--- src/rtl/pipelined_barrel_shifter.sv ---
// Pipelined barrel shifter: one registered stage per shift-distance bit, with a
// valid/ready handshake on both ends and bubble-collapsing per-stage advance.
module pipelined_barrel_shifter #(
  parameter int unsigned WIDTH = 16,
  parameter int unsigned CNT_W = $clog2(WIDTH)
) (
  input  logic             clk,
  input  logic             rst_n,
  input  logic             in_valid,
  output logic             in_ready,
  input  logic [WIDTH-1:0] in_data,
  input  logic [CNT_W-1:0] in_cnt,
  input  logic [2:0]       in_mode,
  output logic             out_valid,
  input  logic             out_ready,
  output logic [WIDTH-1:0] out_data,
  output logic             busy
);

  typedef enum logic [2:0] {
    MODE_ROL = 3'd0,
    MODE_SLL = 3'd1,
    MODE_ROR = 3'd2,
    MODE_SRL = 3'd3,
    MODE_SRA = 3'd4
  } mode_e;

  // Sign is the original operand MSB, captured at stage 0, so later SRA stages
  // fill with it rather than with the partially shifted MSB.
  function automatic logic [WIDTH-1:0] stage_op(input logic [WIDTH-1:0] d,
                                                input logic             en,
                                                input logic [2:0]       mode,
                                                input logic             sign,
                                                input int unsigned      s);
    logic [WIDTH-1:0] ones;
    logic [WIDTH-1:0] r;
    ones = '1;
    r    = d;
    if (en) begin
      case (mode)
        MODE_ROL: r = (d << s) | (d >> (WIDTH - s));
        MODE_SLL: r = d << s;
        MODE_ROR: r = (d >> s) | (d << (WIDTH - s));
        MODE_SRL: r = d >> s;
        MODE_SRA: r = (d >> s) | (sign ? ~(ones >> s) : '0);
        default:  r = d;
      endcase
    end
    return r;
  endfunction

  logic [CNT_W-1:0] vld_q, vld_d;
  logic [CNT_W-1:0] sign_q, sign_d;
  logic [WIDTH-1:0] data_q [CNT_W];
  logic [WIDTH-1:0] data_d [CNT_W];
  logic [CNT_W-1:0] cnt_q  [CNT_W];
  logic [CNT_W-1:0] cnt_d  [CNT_W];
  logic [2:0]       mode_q [CNT_W];
  logic [2:0]       mode_d [CNT_W];

  logic [CNT_W-1:0] adv;
  logic [CNT_W-1:0] src_vld;
  logic [CNT_W-1:0] src_sign;
  logic [WIDTH-1:0] src_data [CNT_W];
  logic [CNT_W-1:0] src_cnt  [CNT_W];
  logic [2:0]       src_mode [CNT_W];

  always_comb begin
    logic take;
    int unsigned k;
    adv      = '0;
    src_vld  = '0;
    src_sign = '0;
    vld_d    = vld_q;
    sign_d   = sign_q;
    for (int unsigned i = 0; i < CNT_W; i++) begin
      src_data[i] = '0;
      src_cnt[i]  = '0;
      src_mode[i] = '0;
      data_d[i]   = data_q[i];
      cnt_d[i]    = cnt_q[i];
      mode_d[i]   = mode_q[i];
    end

    // A stage may load if empty or if its content moves on this same cycle.
    take = out_ready;
    for (int unsigned i = 0; i < CNT_W; i++) begin
      k      = CNT_W - 1 - i;
      adv[k] = !vld_q[k] || take;
      take   = adv[k];
    end

    src_vld[0]  = in_valid;
    src_data[0] = in_data;
    src_cnt[0]  = in_cnt;
    src_mode[0] = in_mode;
    src_sign[0] = in_data[WIDTH-1];
    for (int unsigned i = 1; i < CNT_W; i++) begin
      src_vld[i]  = vld_q[i-1];
      src_data[i] = data_q[i-1];
      src_cnt[i]  = cnt_q[i-1];
      src_mode[i] = mode_q[i-1];
      src_sign[i] = sign_q[i-1];
    end

    for (int unsigned i = 0; i < CNT_W; i++) begin
      if (adv[i]) begin
        vld_d[i] = src_vld[i];
        if (src_vld[i]) begin
          data_d[i] = stage_op(src_data[i], src_cnt[i][i], src_mode[i],
                               src_sign[i], 32'd1 << i);
          cnt_d[i]  = src_cnt[i];
          mode_d[i] = src_mode[i];
          sign_d[i] = src_sign[i];
        end
      end
    end
  end

  always_ff @(posedge clk or negedge rst_n) begin
    if (!rst_n) begin
      vld_q  <= '0;
      sign_q <= '0;
      for (int unsigned i = 0; i < CNT_W; i++) begin
        data_q[i] <= '0;
        cnt_q[i]  <= '0;
        mode_q[i] <= '0;
      end
    end else begin
      vld_q  <= vld_d;
      sign_q <= sign_d;
      for (int unsigned i = 0; i < CNT_W; i++) begin
        data_q[i] <= data_d[i];
        cnt_q[i]  <= cnt_d[i];
        mode_q[i] <= mode_d[i];
      end
    end
  end

  assign in_ready  = rst_n & adv[0];
  assign out_valid = vld_q[CNT_W-1];
  assign out_data  = data_q[CNT_W-1];
  assign busy      = |vld_q;

endmodule

--- config.mk ---
export PLATFORM = sky130hd
export DESIGN_NAME = pipelined_barrel_shifter
export DESIGN_NICKNAME = d
export VERILOG_FILES = /design/src/rtl/pipelined_barrel_shifter.sv
export SDC_FILE = /design/constraint.sdc
export NUM_CORES = 1
export LEC_CHECK = 0
export CAP_MARGIN = 25
export CELL_PAD_IN_SITES_DETAIL_PLACEMENT = 0
export CELL_PAD_IN_SITES_GLOBAL_PLACEMENT = 1
export CORE_ASPECT_RATIO = 0.7
export CORE_MARGIN = 2
export CORE_UTILIZATION = 40
export DETAILED_ROUTE_END_ITERATION = 12
export PLACE_DENSITY_LB_ADDON = 0.1
export SLEW_MARGIN = 20
export SYNTH_ARGS = -nofsm -noshare
export SYNTH_HDL_FRONTEND = slang
export SYNTH_SLANG_ARGS = --single-unit
--- constraint.sdc ---
create_clock -name clk -period 4.2 [get_ports clk]
set_clock_uncertainty 0.2 [all_clocks]
set_input_delay 0.63 -clock clk [delete_from_list [all_inputs] [get_ports clk]]
set_output_delay 0.63 -clock clk [all_outputs]
set_load 0.01 [all_outputs]
==> reports/metrics.cfg <==
[layout]
final_nets = 617
instances_no_fill = 757
area_growth_pct = 13.55
finalInstanceArea_mm2 = 0.005829
layout-drive-gt1-share_pct = 9.916
diodes = 0

[synth]
yosysSeqAreaShare_pct = 41.92
synth_top_area_share_pct = 41.92
synth-edff-count = 0
synth_seq_cells = 86
syn_nets = 620
yosysTopAreaCell = dfrtp_1
synth_common_cells = dfrtp_1, nand2_1, o21ai_0, nor2_1, a21oi_1
syn_area_mm2 = 0.005134
synthFlopType = dfrtp_1
synth_area_leaders = dfrtp_1, o21ai_0, nand2_1
syn_avg_cell_area_um2 = 8.657
synth_cell_types = 40
post-synth-top-count-cell = dfrtp_1
async_reset_ff_share_pct = 100.0
yosys_warnings = 0
netlist_instances = 593

[clock_network]
postCtsSetupBuffers = 0
cts_sinks = 86
cts_made_buffers = 9
clk_latency_ns = 0.34
htree_levels = 3
cts-root-buf = clkbuf_16
postCtsHoldBufs = 0
cts_tree = yes
path_clk_slew_ns = 0.07
clockBufferDepth = 2
cts_resized = 0

[critical_path]
worstPathCellList = clkdlybuf4s50_1 > nand4b_1 > or2_2 > and2_1 > clkdlybuf4s50_1
slowest_delay_ns = 0.47
cp_common_cell = clkdlybuf4s50_1
endpoint_kind = output pin
crit_fanout = 5
cp.required_ns = 3.37
startpoint_type = primary input
critPathArrivalTime_ns = 2.31
critPathSlowestCell = clkdlybuf4s50_1
critPathKind = in2out

[sta]
max_slew.worst_pin.slew_ns = 1.009
rsz0062_at_grt = false
layout_min_cycle_time_ns = 3.143
maxSlewViolCount = 0
hold_viol = 0
min_period_over_period_pct = 74.84
slew_headroom_pct = 32.71
setup_violations = 0
setup_ws_ns = 1.057
max_freq_ghz = 0.3181
tns_ns = 0

[floorplan]
start_util_pct = 41.19
die_w_um = 139.4
ios = 46
core_area_mm2 = 0.01246
rows = 34
dieArea_mm2 = 0.01377
die_h_um = 98.79

[global_routing]
busiest_layer = met1
grt_pass1_vias = 4131
use_met2_pct = 26.06
antenna_found_initial = 0
gr-usage-all-layers_pct = 20.09
gr-total-overflow = 0
grt_pass1_wl_mm = 22.22
grt_max_degree = 58
met1_usage_pct = 32.77
use_met3_pct = 4.810

[min_path]
worst_hold_path_type = in2async

[power_and_ir_drop]
leakage_nw = 2.335
total_power_mw = 3.477
power.density_mw_per_mm2 = 596.4
peakVddDrop_mv = 0.3136

[drt]
dr_total_vias = 4327
drt_pass1_iterations = 5
drt_iter0_drc = 321
drc_errors = 0
wl_mm = 13.13
vias_per_cell = 5.716
ant_nets = 0
post_drt_wl_per_cell_um = 17.34

[run_status]
status = complete, no violations

[placed_design]
port_buffers = 45
hpwl_mm = 9.679
placed_cells = 740
dpl_cell_area_mm2 = 0.005493
gp_congestion = 0.8624
dp_slack_ns = 1.066

[run]
maxCapViolCount = 0

-- metal layers --
layer,routed length [um],vias to the layer above
met5,0,-
met4,123,0
met3,813,11
met2,4956,94
met1,7234,2105
li1,-,2117
-- through the flow --
stage / hold WS [ns] / utilization (%)
final: 0.01235 / 46.77
after global routing: 0.03812 / 46.77
after CTS: 0.02095 / 46.65
after detailed placement: 0.2611 / 44.07
after global placement: 0.2611 / 43.95
after floorplan: 0.1344 / -
-- logic make-up after synthesis --
| group | share of synthesized area [%] |
|---|---|
| simple gates | 17.26 |
| buf+inv | 7.068 |
| compound gates | 28.74 |
| flops | 41.92 |
| mux | 5.021 |
-- flip-flops by register name, summed over array words and instances (netlist names) --
name	count
cnt_q	6
data_q	48
mode_q	9
out_data	16
sign_q	3
vld_q	4
-- final cells by class --
| class | count | area [um^2] |
|---|---|---|
| Fill cell | 1240 | 6635 |
| Multi-Input combinational cell | 437 | 2623 |
| Sequential cell | 86 | 2152 |
| Timing Repair Buffer | 52 | 515.5 |
| Clock buffer | 9 | 225.2 |
| Tap cell | 162 | 202.7 |
| Clock inverter | 7 | 96.34 |
| Inverter | 4 | 15.01 |
-- critical path: cells and delay by family --
| kind | cells | cell delay (ns) |
|---|---|---|
| buffers and inverters | 2 | 0.90 |
| AND/OR/NAND/NOR | 3 | 0.78 |
-- cell usage in the layout (no fill, tap or decap), types with 3 or more instances in the layout --
cell / n
o31a_1: 5
clkbuf_16: 9
o31ai_1: 21
o311a_1: 10
o2bb2ai_1: 12
nor3_1: 5
o21a_1: 8
mux2_2: 22
a21oi_1: 26
clkdlybuf4s50_1: 44
o21ai_0: 71
nor2_1: 63
o22ai_1: 3
dfrtp_1: 86
nand2_1: 80
a22oi_1: 8
o311ai_0: 12
a211oi_1: 7
nand2b_1: 9
nor2b_1: 7
o22ai_2: 9
inv_1: 4
a22o_1: 8
nor3b_1: 13
o21ai_1: 18
buf_4: 6
and2_1: 8
-- where the power goes --
part / switching (mW) / internal (mW) / leakage [nW] / total (mW)
Combinational: 0.546 / 0.550 / 1.13 / 1.10
Sequential: 0.419 / 1.10 / 1.05 / 1.52
Clock: 0.341 / 0.524 / 0.160 / 0.866
Total: 1.31 / 2.17 / 2.34 / 3.48
-- path summary, 6_finish.rpt --
kind | start | end | slack, ns | cells past startpoint
min in group clk | cnt_q[14]$_DFFE_PN0P_ | cnt_q[10]$_DFFE_PN0P_ | 0.28 | 2
max | out_ready | in_ready | 1.06 | 5
max reg2reg | mode_q[11]$_DFFE_PN0P_ | data_q[34]$_DFFE_PN0P_ | 1.74 | 4
max in group asynchronous | rst_n | data_q[45]$_DFFE_PN0P_ | 2.72 | 2
min reg2reg | cnt_q[14]$_DFFE_PN0P_ | cnt_q[10]$_DFFE_PN0P_ | 0.28 | 2
min | rst_n | out_data[11]$_DFFE_PN0P_ | 0.01 | 1
Power figures use the tool's default switching activity.
